**config.mk**
```make
export PLATFORM = sky130hd
export DESIGN_NAME = alu_pipe
export DESIGN_NICKNAME = d
export VERILOG_FILES = /design/src/rtl/alu_pkg.sv /design/src/rtl/barrel_roller.sv /design/src/rtl/alu_pipe.sv
export SDC_FILE = /design/constraint.sdc
export NUM_CORES = 1
export LEC_CHECK = 0
export BUFFER_PORTS_ARGS = -buffer_cell sky130_fd_sc_hd__buf_4
export CELL_PAD_IN_SITES_DETAIL_PLACEMENT = 0
export CELL_PAD_IN_SITES_GLOBAL_PLACEMENT = 1
export CORE_MARGIN = 4
export CORE_UTILIZATION = 41
export CTS_BUF_LIST = sky130_fd_sc_hd__clkbuf_8
export DETAILED_ROUTE_END_ITERATION = 7
export HOLD_SLACK_MARGIN = 0.06
export PLACE_DENSITY_LB_ADDON = 0.1
export SKIP_CTS_REPAIR_TIMING = 1
export SLEW_MARGIN = 25
export SYNTH_ARGS = -nofsm -noshare
export SYNTH_HDL_FRONTEND = slang
export SYNTH_SLANG_ARGS = --single-unit
export TNS_END_PERCENT = 5
```
**constraint.sdc**
```tcl
create_clock -name clk -period 7.6 [get_ports clk]
set_input_delay 0.76 -clock clk [delete_from_list [all_inputs] [get_ports clk]]
set_output_delay 0.76 -clock clk [all_outputs]
set_load 0.1 [all_outputs]
```
**src/rtl/alu_pkg.sv**
```systemverilog
// ---------------------------------------------------------------------------
// alu_pkg
// Shared types for the pipelined ALU stage and its helpers.
//   op_t      : operation select (ADD, SUB, ADC, SBC, LOGIC, SHIFT, MUL)
//   sh_mode_t : roller mode (SHL, SHR, SAR, ROR)
//   flags_t   : {c, v, z, n} status flags, packed so it maps onto a 4-bit port
//   state_t   : sequencer state, encoded as plain logic constants
// ---------------------------------------------------------------------------
package alu_pkg;

   typedef enum logic [2:0] {
      ADD   = 3'd0,
      SUB   = 3'd1,
      ADC   = 3'd2,
      SBC   = 3'd3,
      LOGIC = 3'd4,
      SHIFT = 3'd5,
      MUL   = 3'd6
   } op_t;

   typedef enum logic [1:0] {
      SHL = 2'd0,
      SHR = 2'd1,
      SAR = 2'd2,
      ROR = 2'd3
   } sh_mode_t;

   typedef struct packed {
      logic c;
      logic v;
      logic z;
      logic n;
   } flags_t;

   // State encoding kept as bare constants so older tools and netlists
   // that expect a raw state vector keep working.
   typedef logic [0:0] state_t;
   localparam state_t ST_IDLE = 1'b0;
   localparam state_t ST_MUL  = 1'b1;

   // Replace Z and N, keep C and V: used by every non-arithmetic result.
   function automatic flags_t zn_update(input flags_t f, input logic z, input logic n);
      flags_t r;
      r   = f;
      r.z = z;
      r.n = n;
      return r;
   endfunction

endpackage

```
**src/rtl/barrel_roller.sv**
```systemverilog
// ---------------------------------------------------------------------------
// barrel_roller
// Combinational log-stage shifter/rotator. Stage k moves the word by 2^k
// positions when off[k] is set, so any amount 0..WIDTH-1 is reached in
// $clog2(WIDTH) stages.
//   x       in  WIDTH          data to move
//   off     in  $clog2(WIDTH)  amount
//   sh_mode in  2              SHL, SHR, SAR (MSB replicated), ROR
//   y       out WIDTH          moved data
// ---------------------------------------------------------------------------
module barrel_roller
   import alu_pkg::*;
#(
   parameter int WIDTH = 16
) (
   input  logic [WIDTH-1:0]         x,
   input  logic [$clog2(WIDTH)-1:0] off,
   input  sh_mode_t                 sh_mode,
   output logic [WIDTH-1:0]         y
);

   localparam int LG = $clog2(WIDTH);

   logic [WIDTH-1:0] stage_s;

   // One fixed-distance move; the distance is a constant once the stage
   // loop is unrolled, so each stage is just wiring plus a mux.
   function automatic logic [WIDTH-1:0] step(input logic [WIDTH-1:0] v,
                                             input int               k,
                                             input sh_mode_t         m);
      logic [WIDTH-1:0] r;
      int               s;
      s = 1 << k;
      case (m)
         SHL:     r = v << s;
         SHR:     r = v >> s;
         SAR:     r = $unsigned($signed(v) >>> s);
         ROR:     r = (v >> s) | (v << (WIDTH - s));
         default: r = v;
      endcase
      return r;
   endfunction

   // Cascade of log2(WIDTH) conditional stages.
   always_comb begin
      stage_s = x;
      for (int k = 0; k < LG; k++) begin
         if (off[k]) begin
            stage_s = step(stage_s, k, sh_mode);
         end else begin
            stage_s = stage_s;
         end
      end
      y = stage_s;
   end

endmodule

```
**src/rtl/alu_pipe.sv**
```systemverilog
// ---------------------------------------------------------------------------
// alu_pipe
// Handshaked ALU stage between register-file read and write-back. Results
// land in an output register with valid/ready flow control; a persistent
// flags register feeds carry-chained ADC/SBC; MUL runs an iterative
// shift-add over WIDTH cycles.
//   clk, rst          clock, synchronous active-high reset
//   in_valid/in_ready operation handshake (in_ready is combinational)
//   op, a, b          operation and operands
//   sh_off, sh_mode   roller controls (SHIFT result, LOGIC b-operand)
//   truth_table       LOGIC function, indexed by {a[i], rolled_b[i]}
//   i_dst / o_dst     destination tag in / out
//   out_valid/out_ready result handshake
//   out, flags        registered result and {C, V, Z, N}
// ---------------------------------------------------------------------------
module alu_pipe
   import alu_pkg::*;
#(
   parameter int WIDTH = 16,
   parameter int DST_W = 4
) (
   input  logic                     clk,
   input  logic                     rst,
   input  logic                     in_valid,
   output logic                     in_ready,
   input  op_t                      op,
   input  logic [WIDTH-1:0]         a,
   input  logic [WIDTH-1:0]         b,
   input  logic [$clog2(WIDTH)-1:0] sh_off,
   input  sh_mode_t                 sh_mode,
   input  logic [3:0]               truth_table,
   input  logic [DST_W-1:0]         i_dst,
   output logic                     out_valid,
   input  logic                     out_ready,
   output logic [WIDTH-1:0]         out,
   output logic [DST_W-1:0]         o_dst,
   output flags_t                   flags
);

   localparam int                 CNT_W    = $clog2(WIDTH);
   localparam logic [CNT_W-1:0]   CNT_LAST = CNT_W'(WIDTH - 1);
   localparam logic [CNT_W-1:0]   CNT_ONE  = CNT_W'(1);
   localparam logic [CNT_W-1:0]   CNT_ZERO = CNT_W'(0);
   localparam logic [WIDTH-1:0]   ZERO_W   = {WIDTH{1'b0}};
   localparam logic [DST_W-1:0]   ZERO_D   = {DST_W{1'b0}};

   // Registered state
   state_t             state_r;
   logic [CNT_W-1:0]   cnt_r;
   logic [WIDTH-1:0]   mcand_r;
   logic [WIDTH-1:0]   mplier_r;
   logic [WIDTH-1:0]   acc_r;
   logic [DST_W-1:0]   mul_dst_r;
   logic [WIDTH-1:0]   out_r;
   logic [DST_W-1:0]   o_dst_r;
   flags_t             flags_r;
   logic               out_valid_r;

   // Combinational datapath
   logic               in_ready_s;
   logic               accept_s;
   logic               drain_s;
   logic [WIDTH-1:0]   rolled_b_s;
   logic               inv_b_s;
   logic               cin_s;
   logic [WIDTH-1:0]   b_op_s;
   logic [WIDTH:0]     sum_s;
   logic               ovf_s;
   logic [WIDTH-1:0]   logic_res_s;
   logic [WIDTH-1:0]   result_s;
   flags_t             nxt_flags_s;
   logic [WIDTH-1:0]   mul_add_s;
   logic [WIDTH-1:0]   mul_sum_s;

   // The roller serves both SHIFT (as the result) and LOGIC (as rolled_b).
   barrel_roller #(
      .WIDTH   (WIDTH)
   ) u_roller (
      .x       (b),
      .off     (sh_off),
      .sh_mode (sh_mode),
      .y       (rolled_b_s)
   );

   // Handshake: accept only from IDLE with an empty or draining output slot.
   always_comb begin
      in_ready_s = !rst && (state_r == ST_IDLE) && (!out_valid_r || out_ready);
      accept_s   = in_valid && in_ready_s;
      drain_s    = out_valid_r && out_ready;
   end

   // Adder operand select: SUB/SBC invert b; carry-in is 1 for SUB, C for ADC/SBC.
   always_comb begin
      inv_b_s = 1'b0;
      cin_s   = 1'b0;
      case (op)
         ADD:     begin inv_b_s = 1'b0; cin_s = 1'b0;      end
         SUB:     begin inv_b_s = 1'b1; cin_s = 1'b1;      end
         ADC:     begin inv_b_s = 1'b0; cin_s = flags_r.c; end
         SBC:     begin inv_b_s = 1'b1; cin_s = flags_r.c; end
         default: begin inv_b_s = 1'b0; cin_s = 1'b0;      end
      endcase
   end

   // Single WIDTH+1 adder; bit WIDTH is the carry-out (C=1 means no borrow).
   always_comb begin
      b_op_s = inv_b_s ? ~b : b;
      sum_s  = {1'b0, a} + {1'b0, b_op_s} + {{WIDTH{1'b0}}, cin_s};
      ovf_s  = (a[WIDTH-1] == b_op_s[WIDTH-1]) && (sum_s[WIDTH-1] != a[WIDTH-1]);
   end

   // Per-bit LUT: each result bit picks a truth_table entry by {a[i], rolled_b[i]}.
   always_comb begin
      logic_res_s = ZERO_W;
      for (int i = 0; i < WIDTH; i++) begin
         logic_res_s[i] = truth_table[{a[i], rolled_b_s[i]}];
      end
   end

   // Single-cycle result and flag update; MUL is finished by the sequencer.
   always_comb begin
      result_s    = ZERO_W;
      nxt_flags_s = flags_r;
      case (op)
         ADD, SUB, ADC, SBC: begin
            result_s      = sum_s[WIDTH-1:0];
            nxt_flags_s.c = sum_s[WIDTH];
            nxt_flags_s.v = ovf_s;
            nxt_flags_s.z = (sum_s[WIDTH-1:0] == ZERO_W);
            nxt_flags_s.n = sum_s[WIDTH-1];
         end
         LOGIC: begin
            result_s    = logic_res_s;
            nxt_flags_s = zn_update(flags_r, logic_res_s == ZERO_W, logic_res_s[WIDTH-1]);
         end
         SHIFT: begin
            result_s    = rolled_b_s;
            nxt_flags_s = zn_update(flags_r, rolled_b_s == ZERO_W, rolled_b_s[WIDTH-1]);
         end
         default: begin
            result_s    = ZERO_W;
            nxt_flags_s = flags_r;
         end
      endcase
   end

   // Shift-add step: mplier_r already holds b << cnt, so only a bit test is needed.
   always_comb begin
      if (mcand_r[cnt_r]) begin
         mul_add_s = mplier_r;
      end else begin
         mul_add_s = ZERO_W;
      end
      mul_sum_s = acc_r + mul_add_s;
   end

   // Sequencer, output register and flags register.
   always_ff @(posedge clk) begin
      if (rst) begin
         state_r     <= ST_IDLE;
         cnt_r       <= CNT_ZERO;
         mcand_r     <= ZERO_W;
         mplier_r    <= ZERO_W;
         acc_r       <= ZERO_W;
         mul_dst_r   <= ZERO_D;
         out_r       <= ZERO_W;
         o_dst_r     <= ZERO_D;
         flags_r     <= 4'b0000;
         out_valid_r <= 1'b0;
      end else begin
         case (state_r)
            ST_IDLE: begin
               if (accept_s) begin
                  if (op == MUL) begin
                     // Any old result drains on this edge, so the slot is
                     // empty for the whole multiply.
                     mcand_r     <= a;
                     mplier_r    <= b;
                     mul_dst_r   <= i_dst;
                     acc_r       <= ZERO_W;
                     cnt_r       <= CNT_ZERO;
                     state_r     <= ST_MUL;
                     out_valid_r <= 1'b0;
                  end else begin
                     out_r       <= result_s;
                     o_dst_r     <= i_dst;
                     flags_r     <= nxt_flags_s;
                     out_valid_r <= 1'b1;
                  end
               end else if (drain_s) begin
                  out_valid_r <= 1'b0;
               end else begin
                  out_valid_r <= out_valid_r;
               end
            end
            ST_MUL: begin
               acc_r    <= mul_sum_s;
               mplier_r <= mplier_r << 1;
               if (cnt_r == CNT_LAST) begin
                  // The slot was empty at accept, so load regardless of out_ready.
                  out_r       <= mul_sum_s;
                  o_dst_r     <= mul_dst_r;
                  flags_r     <= zn_update(flags_r, mul_sum_s == ZERO_W, mul_sum_s[WIDTH-1]);
                  out_valid_r <= 1'b1;
                  state_r     <= ST_IDLE;
                  cnt_r       <= CNT_ZERO;
               end else begin
                  cnt_r <= cnt_r + CNT_ONE;
               end
            end
            default: begin
               state_r     <= ST_IDLE;
               cnt_r       <= CNT_ZERO;
               out_valid_r <= 1'b0;
            end
         endcase
      end
   end

   assign in_ready  = in_ready_s;
   assign out_valid = out_valid_r;
   assign out       = out_r;
   assign o_dst     = o_dst_r;
   assign flags     = flags_r;

endmodule

```
==> results of run 1 <==
-- how the worst min path moves through the flow --
| stage | from | to | slack, ps | cells past startpoint |
|---|---|---|---|---|
| 6_report | out[5] | out[5] | 460 | 2 |
| 5_1_grt | mcand_r[7] | mcand_r[7] | 480 | 2 |
| 4_1_cts | out[5] | out[5] | 460 | 2 |
| 3_5_place_dp | out[5] | out[5] | 450 | 2 |
| 3_3_place_gp | mul_dst_r[3] | mul_dst_r[3] | 440 | 2 |
| 2_1_floorplan | mcand_r[10] | mcand_r[10] | 430 | 2 |
-- cells in the mapped netlist (11+ instances only) --
library cell / n
nand4_1: 12
nor4_1: 11
nand2_1: 135
nor2_1: 91
o211ai_1: 15
inv_1: 17
o21ai_0: 48
dfxtp_1: 82
xor2_1: 11
xnor2_1: 27
a22oi_1: 18
o21ai_1: 13
a211oi_1: 18
ha_1: 31
clkbuf_1: 55
and3_1: 11
mux4_2: 14
nand3_1: 16
nor3_1: 27
buf_2: 18
mux2i_1: 49
a21oi_1: 102
a31oi_1: 23
and2_1: 19
nand2b_1: 18
a21o_1: 11
-- kinds of logic (layout without fill, tap and decap cells) --
group / after synthesis / after routing / share of synthesized area [%]
mux: 73 / 73 / 11.20
fa+ha+maj: 34 / 34 / 5.465
xor+xnor: 38 / 38 / 4.060
flops: 82 / 82 / 20.03
simple gates: 398 / 398 / 24.16
buf+inv: 105 / 121 / 5.602
compound gates: 359 / 359 / 29.48
-- final cells by class --
cell class	count	area (um^2)	area share [%]
multi-input cells	902	6107	67.97
flip-flops and latches	82	1643	18.28
repair buffers	85	638.1	7.102
well taps	265	331.6	3.690
clock buffers	9	123.9	1.379
inverters	20	75.07	0.8355
clock inverters	7	66.31	0.7381
-- routing by layer --
| metal | up-vias | GRT usage (%) | routed length (um) |
|---|---|---|---|
| met3 | 46 | 3.798 | 2126 |
| met2 | 347 | 41.49 | 13560 |
| li1 | 4122 | - | - |
| met4 | 0 | 6.133 | 541 |
| met5 | - | 0 | 0 |
| met1 | 4038 | 39.84 | 14220 |
-- per-stage QoR --
stage / hold WS (ps) / utilization, % / cell area [um^2] / worst slack, ps / power [mW]
floorplan: 433.1 / - / 8197 / 2403 / 0.8681
global placement: 444.5 / 44.87 / 8791 / 2616 / 1.029
detailed placement: 450.4 / 44.89 / 8795 / 2609 / 1.028
CTS: 464.2 / 45.86 / 8985 / 2660 / 1.349
global route: 478.7 / 45.86 / 8985 / 2288 / 1.413
finish: 461.4 / 45.86 / 8985 / 2642 / 1.350
-- report_power, final --
| part | switching, mW | total [mW] | leakage (nW) | internal [mW] |
|---|---|---|---|---|
| clock | 0.191 | 0.319 | 0.0922 | 0.128 |
| sequential | 0.00984 | 0.454 | 0.665 | 0.444 |
| combinational | 0.390 | 0.577 | 2.65 | 0.187 |
-- layout by cell type (no fill, tap or decap), types with 10 or more instances in the layout --
cell      synthesis  routed
o21ai_0          48      48
nand2_1         135     135
mux4_2           14      14
a21oi_1         102     102
inv_1            17      17
o21ai_1          13      12
and2_1           19      19
buf_4             5      85
mux2_2           10      10
nand3_1          16      16
xor2_1           11      11
o21a_1           10      10
dfxtp_1          82      81
a22oi_1          18      18
ha_1             31      31
nand2b_1         18      18
nor4_1           11      11
nor2_1           91      90
and3_1           11      11
a31oi_1          23      23
nand4_1          12      12
a21o_1           11      11
nor3_1           27      26
o211ai_1         15      15
a211oi_1         18      18
nor2b_1          10      10
mux2i_1          49      49
xnor2_1          27      27
-- flip-flops by register name, summed over array words and instances, names as in the netlist --
name and flops:
o_dst 4, mul_dst_r 4, state_r 1, cnt_r 4, acc_r 16, flags 4
mcand_r 16, out 16, out_valid 1, mplier_r 16
-- worst register-to-register path: stages, from the launching register on --
cell and delay, ps:
dfxtp_1 580, mux4_2 570, mux4_2 630, and2_1 240, ha_1 210, fa_1 460, a21o_1 220, a221oi_1 320
xor2_1 190, o21ai_0 110, a2111oi_0 450, o2111ai_1 190, nor4_1 400, a32o_1 190, a211oi_1 50, nand2_1 90
==> impl_results.md, run 1 <==
- Starting Density: 41.84%
- Synthesis-stage register bit count: 82
- Clock Sinks: 82
- CP endpoint: flags[1]
- CTS tree: yes
- Routed WL per cell: 22.23 um
- Distinct cell type count after synthesis: 92
- Global-route wire length before repair: 47100 um
- Fillers: 2076
- Layout cells sized above 1: 13.85%
- Synth Cell Area: 8197 um^2
- Largest net degree at the start of global routing: 78
- Status: finished, final reports clean
- R2R setup slack: 2640 ps
- Period minus WS final: 4958 ps
- Reg2Reg Depth: 15
- Cell taking the most area after synthesis: dfxtp_1
- Final setup violation count: 0
- Hold WC Path Type: flip-flop to flip-flop
- Post-synthesis cell count: 1089
- CTS Buffer Depth: 2
- Worst-Skew Late Latency: 380 ps
- Inserted Diodes: 0
- Worst path slowest cell: mux4_2
- Die extent in y: 149.4 um
- Die area: 22320 um^2
- Post-synth top flop: dfxtp_1
- Root buffer cell: clkbuf_8
- TNS Setup: 0 ps
- Iter 0 DRT Violations: 824
- Row Count: 51
- Vias per cell: 6.243
- Area Overhead vs Synth: 9.617%
- Worst path depth: 15
- CP Max Fanout: 16
- Die X: 149.4 um
- WL final: 30450 um
- Hold Violations, Final: 0
- Max_cap viols: 0
- DR vias: 8553
- Worst Setup Start Kind: flip-flop
- Number of synthesized flops with an enable pin: 0
- Syn avg cell area: 7.527 um^2
- CP dominant cell by count: mux4_2
- Critical Path Sink Type: flip-flop
- Largest stage delay, worst path: 630 ps
- Gr ovfl total: 0
- RSZ-0062 raised after global routing: false
- Synth Warn #: 0
- Worst r2r src: cnt_r[0]
- Slew @ Worst Pin: 993.6 ps
- Final period utilization: 65.24%
- # H-tree levels: 3
- Leakage: 3.408 nW
- Top delay family on crit path: compound AO/OA/AOI/OAI gates
- Reg2reg end: flags[1]
- Initial antenna violation count: 0
- Asr flop ratio synth: 0%
- GPL Wtd Cong: 0.9600
- Mapped Nets: 1176
- GRT Util Overall: 26.94%
- Drc violations: 0
- Synth top area share: 20.03%
- Finished Layout Cells: 1370
- WP data arrival: 5280 ps
- Hpwl dp: 22220 um
- Cell Pwr Density: 150.3 nW/um^2
- Worst setup path startpoint: cnt_r[0]
- First drt pass iteration count: 5
- Max-slew violation count: 0
- Clock skew: 19.77 ps
- Worst Path Required: 7920 ps
- Area contributors post-synth: dfxtp_1 20%, a21oi_1 6.2%, nand2_1 6.2%
- Buf/Inv on CP: 0
- Num CTS Buffers: 9
- I/O pin cnt: 79
- Final ANT Viol Nets: 0
- Final nets: 1187
- Max_slew headroom: 33.55%
- WS Path Type: flip-flop to flip-flop
- Placeable Area: 19590 um^2
- Critical Path, Cell by Cell: mux4_2 > mux4_2 > and2_1 > ha_1 > fa_1 > a21o_1 > a221oi_1 > xor2_1 > o21ai_0 > a2111oi_0 > o2111ai_1 > nor4_1 > a32o_1 > a211oi_1 > nand2_1
- Worst-path clk slew: 100 ps
- Placed insts: 1354
- Fmax: 201.7 MHz
- Maximum VDD drop: 0.00007287 V
- Vias in the first global route: 7925
- IO buf count: 78
- Sequential area share after synthesis: 20.03%
Note: power is estimated with default switching activity, not from simulation.
==> inputs of run 2 (changes only) <==
--- a/config.mk
+++ b/config.mk
@@ -5,11 +5,12 @@
 export SDC_FILE = /design/constraint.sdc
 export NUM_CORES = 1
 export LEC_CHECK = 0
+export ABC_AREA = 1
 export BUFFER_PORTS_ARGS = -buffer_cell sky130_fd_sc_hd__buf_4
 export CELL_PAD_IN_SITES_DETAIL_PLACEMENT = 0
 export CELL_PAD_IN_SITES_GLOBAL_PLACEMENT = 1
 export CORE_MARGIN = 4
-export CORE_UTILIZATION = 41
+export CORE_UTILIZATION = 39
 export CTS_BUF_LIST = sky130_fd_sc_hd__clkbuf_8
 export DETAILED_ROUTE_END_ITERATION = 7
 export HOLD_SLACK_MARGIN = 0.06
==> constraint.sdc (replaced) <==
create_clock -name clk -period 4.07 [get_ports clk]
set_input_delay 0.407 -clock clk [delete_from_list [all_inputs] [get_ports clk]]
set_output_delay 0.407 -clock clk [all_outputs]
set_load 0.1 [all_outputs]
==> run 2 against run 1 <==
Net effect:
- die area decreased by 5.2%
- global-route usage decreased by 1.5 points
- non-clock buffer count grew 9
- cell count rose by 8.8%
- combinational power is 73% higher
- synthesized area decreased by 10%
- setup slack got worse by 2100 ps
- clock power rose by 120%
- sequential power is 87% higher
- via count fell by 3.7%
- clock skew rose by 2.1 ps
- critical path type unchanged
- critical endpoint unchanged
- largest cell class unchanged
- highest routed layer unchanged
==> impl_results.md, run 2 <==
- Vias per cell: 5.528
- Root buffer cell: clkbuf_8
- Routed WL per cell: 18.76 um
- Hold Violations, Final: 0
- Clk pwr share: 27.7%
- Finished Layout Cells: 1490
- GPL Wtd Cong: 0.9097
- Initial antenna violation count: 0
- Asr flop ratio synth: 0%
- IO buf count: 78
- Net Switching: 1.080 mW
- Vias in the first global route: 7605
- CP Max Fanout: 14
- Drc violations: 0
- Max_cap viols: 0
- # H-tree levels: 3
- Clock Sinks: 82
- Period minus WS final: 3543 ps
- Area Overhead vs Synth: 13.21%
- Cell Pwr Density: 306.4 nW/um^2
- Hold depth: 3
- Global-route wire length before repair: 42740 um
- Die X: 145.5 um
- WS Path Type: flip-flop to flip-flop
- Placed insts: 1474
- Iter 0 DRT Violations: 699
- Inserted Diodes: 0
- First drt pass iteration count: 5
- CTS Buffer Depth: 2
- GRT Util Overall: 25.43%
- Final nets: 1338
- Post-synthesis cell count: 1198
- Most frequent cells in the layout: 321 x nand2_1, 153 x nand3_1, 99 x inv_1
- Most common cell after layout, fill and taps aside: nand2_1
- Number of synthesized flops with an enable pin: 0
- I/O pin cnt: 79
- Starting Density: 39.53%
- WP data arrival: 3870 ps
- Status: finished, final reports clean
- Synth Cell Area: 7370 um^2
- Clock skew: 21.83 ps
- P_int: 1.477 mW
- Distinct cell type count after synthesis: 46
- Die area: 21160 um^2
- Final Util: 44.75%
- Cell taking the most area after synthesis: dfxtp_1
- DR vias: 8237
- Sequential area share after synthesis: 22.28%
- Worst Setup Start Kind: flip-flop
- Slew @ Worst Pin: 905.3 ps
- Area contributors post-synth: dfxtp_1 22%, nand2_1 16%, nand3_1 10%
- Die extent in y: 145.5 um
- Max-slew violation count: 0
- Synth top area share: 22.28%
- Worst-path clk slew: 100 ps
- Hpwl dp: 21870 um
- Final setup violation count: 0
- Placeable Area: 18640 um^2
- TNS Setup: 0 ps
- Sequential Power Share: 33.2%
- Worst Path Required: 4400 ps
- Post-synth top flop: dfxtp_1
- WL final: 27960 um
- Synth Warn #: 0
- Combinational share of power: 39.1%
- Row Count: 50
- Gr ovfl total: 0
- CTS tree: yes
- Pwr Total: 2.557 mW
- Maximum VDD drop: 0.0001582 V
- Largest net degree at the start of global routing: 45
- Final ANT Viol Nets: 0
- Worst-Skew Late Latency: 390 ps
- Hold WC Path Type: input port to flip-flop
- Critical Path Sink Type: flip-flop
- Fmax: 282.2 MHz
- Layout cells sized above 1: 12.10%
- Count leader, synth: nand2_1
- Top cells by count, synth: 321 x nand2_1, 153 x nand3_1, 101 x inv_1
- Sw Ratio: 42.24%
- Leakage: 3.837 nW
- Syn avg cell area: 6.152 um^2
- Reg2Reg Depth: 23
- RSZ-0062 raised after global routing: false
- Final period utilization: 87.06%
- Num CTS Buffers: 9
- Synthesis-stage register bit count: 82
- Max_slew headroom: 39.28%
- Mapped Nets: 1285
-- run 2: worst max-delay path, cell delays in order, from the launching register on --
cell and delay (ps):
dfxtp_2 450, inv_1 140, nor2_1 110, o221ai_1 130, nand3_1 100, nand2_1 130
inv_1 100, buf_4 190, nor2_1 60, ha_1 340, a21oi_1 180, o21ai_0 130
a21oi_1 220, nor2_1 60, nor2_1 120, xor2_1 160, inv_1 70, nor3_1 160
nand3_1 90, nor2_1 130, nand3_1 80, o21ai_0 140, inv_1 70, a21oi_2 120
-- run 2: cells by family (layout without fill, tap and decap cells) --
group / after synthesis / count (layout) / share of synthesized area (%)
flip-flops: 82 / 82 / 22.27
multiplexers: 5 / 5 / 0.6791
AO/OA/AOI/OAI: 239 / 239 / 18.56
buffers and inverters: 157 / 215 / 8.896
adder cells (fa/ha/maj): 34 / 34 / 6.078
AND/OR/NAND/NOR: 637 / 637 / 38.29
XOR/XNOR: 44 / 44 / 5.229
-- run 2: worst paths after layout --
check                                  start      endpoint  slack (ps)
worst min register to register  mplier_r[15]  mplier_r[15]         470
worst min-delay path                i_dst[3]  mul_dst_r[3]         240
worst max-delay path                cnt_r[0]      flags[1]         530
worst max register to register      cnt_r[0]      flags[1]         530
-- run 2: layer usage --
metal / vias up / wire length (um) / GRT usage [%]
met5: - / 0 / 0
met4: 0 / 749 / 7.550
met3: 35 / 1404 / 3.581
met2: 244 / 12580 / 40.13
met1: 3790 / 13220 / 36.16
li1: 4168 / - / -
-- run 2: cell type report --
class | count | area [um^2]
Fill cell | 2008 | 10300
Multi-Input combinational cell | 959 | 5077
Sequential cell | 82 | 1644
Timing Repair Buffer | 94 | 705.7
Inverter | 105 | 394.1
Tap cell | 234 | 292.8
Clock buffer | 9 | 123.9
Clock inverter | 7 | 105.1
-- run 2: power groups by stage --
stage	registers (mW)	logic [mW]	clock network [mW]
final	0.848	1.00	0.709
after global routing	0.852	1.08	0.755
after CTS	0.849	0.990	0.725
after detailed placement	0.867	0.987	0
after global placement	0.867	0.991	0
after floorplan	1.02	0.540	0
-- run 2: stage by stage --
| step | hold slack, ps | worst slack (ps) | cell area (um^2) |
|---|---|---|---|
| 3_3_place_gp | 456.0 | 172.8 | 8112 |
| 2_1_floorplan | 445.4 | 470.5 | 7370 |
| 6_report | 243.5 | 526.5 | 8343 |
| 3_5_place_dp | 457.7 | 207.6 | 8112 |
| 5_1_grt | 251.2 | 5.806 | 8343 |
| 4_1_cts | 228.8 | 340.5 | 8341 |
==> inputs of run 3 (changes only) <==
--- a/config.mk
+++ b/config.mk
@@ -6,7 +6,7 @@
 export NUM_CORES = 1
 export LEC_CHECK = 0
 export ABC_AREA = 1
-export BUFFER_PORTS_ARGS = -buffer_cell sky130_fd_sc_hd__buf_4
+export BUFFER_PORTS_ARGS = -buffer_cell sky130_fd_sc_hd__buf_2
 export CELL_PAD_IN_SITES_DETAIL_PLACEMENT = 0
 export CELL_PAD_IN_SITES_GLOBAL_PLACEMENT = 1
 export CORE_MARGIN = 4
==> run 3 against run 2 <==
Net effect:
- die area is the same
- sequential cell count is the same
- combinational power shrank 4%
- utilization shrank 1.2 points
- sequential share of layout area grew 0.57 points
- non-clock buffer count shrank 5
- clock skew shrank 6.0 ps
- cell count shrank 0.34%
- register-to-register slack lost 80 ps
- global-route usage shrank 0.11 points
- maximum frequency shrank 2.3%
- first-iteration DRC count shrank 11%
==> impl_results.md, run 3 (synthesis results as in run 2) <==
- Status: finished, final reports clean
- Iter 0 DRT Violations: 622
- Global-route wire length before repair: 42560 um
- WL final: 27550 um
- Initial antenna violation count: 0
- Clock skew: 15.81 ps
- DR vias: 8285
- Routed WL per cell: 18.55 um
- Inserted Diodes: 0
- Max_slew headroom: 40.35%
- GPL Wtd Cong: 0.9150
- R2R setup slack: 440 ps
- Fmax: 275.7 MHz
- Most common cell after layout, fill and taps aside: nand2_1
- GRT Util Overall: 25.32%
- Most frequent cells in the layout: 321 x nand2_1, 153 x nand3_1, 99 x inv_1
- Final nets: 1333
- Hold WC Path Type: input port to flip-flop
- IO buf count: 78
- Die X: 145.5 um
- Largest net degree at the start of global routing: 46
- Die extent in y: 145.5 um
- Max_cap viols: 0
- Post-DP Area: 7879 um^2
- Critical Path Sink Type: flip-flop
- Hpwl dp: 21800 um
- Layout cells sized above 1: 11.91%
- Area Overhead vs Synth: 10.22%
- Row Count: 50
- # H-tree levels: 3
- Worst Setup Start Kind: flip-flop
- Drc violations: 0
- I/O pin cnt: 79
- Clock Sinks: 82
- Gr ovfl total: 0
- Final period utilization: 89.11%
- Die area: 21160 um^2
- Vias per cell: 5.579
- Leakage: 3.769 nW
- Cell Pwr Density: 308.3 nW/um^2
- Max-slew violation count: 0
- Num CTS Buffers: 9
- CP Max Fanout: 11
- Worst-path clk slew: 100 ps
- Root buffer cell: clkbuf_8
- Final ANT Viol Nets: 0
- Final setup violation count: 0
- First drt pass iteration count: 5
- CTS tree: yes
- Maximum VDD drop: 0.0002124 V
- Post-route cell area: 8123 um^2
- Placeable Area: 18640 um^2
- Slew @ Worst Pin: 889.3 ps
- CTS Buffer Depth: 2
- Worst Path Required: 4390 ps
- Hold Violations, Final: 0
- WS Path Type: flip-flop to flip-flop
- WP data arrival: 3950 ps
- RSZ-0062 raised after global routing: false
- Vias in the first global route: 7608
- Starting Density: 39.53%
- TNS Setup: 0 ps
- Period minus WS final: 3627 ps
- Worst-Skew Late Latency: 380 ps
==> run 3: routing by layer <==
layer | GRT usage, % | vias up | share of wire, %
li1 | - | 4169 | -
met5 | 0 | - | 0
met3 | 4.547 | 49 | 5.2
met1 | 35.29 | 3823 | 47
met2 | 39.31 | 244 | 44
met4 | 9.164 | 0 | 3.7
==> run 3: worst max-delay path, stage by stage (launching register included) <==
cell	delay (ps)
dfxtp_4	430
mux2i_1	270
o221ai_1	140
nand3_1	100
nand2_1	120
inv_1	100
nor2_1	50
ha_1	210
fa_1	490
xor2_1	200
or4_1	410
nor3_1	160
nand3b_1	100
nor3_1	150
nand3_1	90
nor2_1	130
nand3_1	100
o21ai_0	150
inv_1	70
a21oi_2	110
==> run 3: power by group <==
part	total [mW]	switching (mW)	internal, mW
registers	0.846	0.0166	0.830
clock network	0.696	0.339	0.357
logic	0.962	0.704	0.257
==> run 3: per-stage QoR <==
step / cells / utilization [%] / hold WS (ps) / worst slack, ps / total power, mW
after CTS: 1485 / 43.50 / 244.8 / 215.3 / 2.522
after global placement: 1469 / 42.26 / 453.6 / 267.5 / 1.825
after detailed placement: 1469 / 42.26 / 458.2 / 236.0 / 1.820
after floorplan: 1198 / - / 445.4 / 470.5 / 1.556
after global routing: 1485 / 43.57 / 266.5 / 20.84 / 2.648
final: 1485 / 43.57 / 265.5 / 443.1 / 2.504
==> run 3: final timing paths <==
kind,end,cells past startpoint,from
setup reg to reg,flags[1],19,cnt_r[0]
setup / recovery,flags[1],19,cnt_r[0]
hold reg to reg,mplier_r[15],2,mplier_r[15]
hold / removal,mul_dst_r[3],3,i_dst[3]
==> run 3: cell type report <==
cell class | instances | area [um^2]
fill | 2090 | 10520
multi-input combinational | 959 | 5086
sequential | 82 | 1647
timing repair buffer | 89 | 473.0
inverter | 105 | 394.1
tap | 234 | 292.8
clock buffer | 9 | 123.9
clock inverter | 7 | 106.4
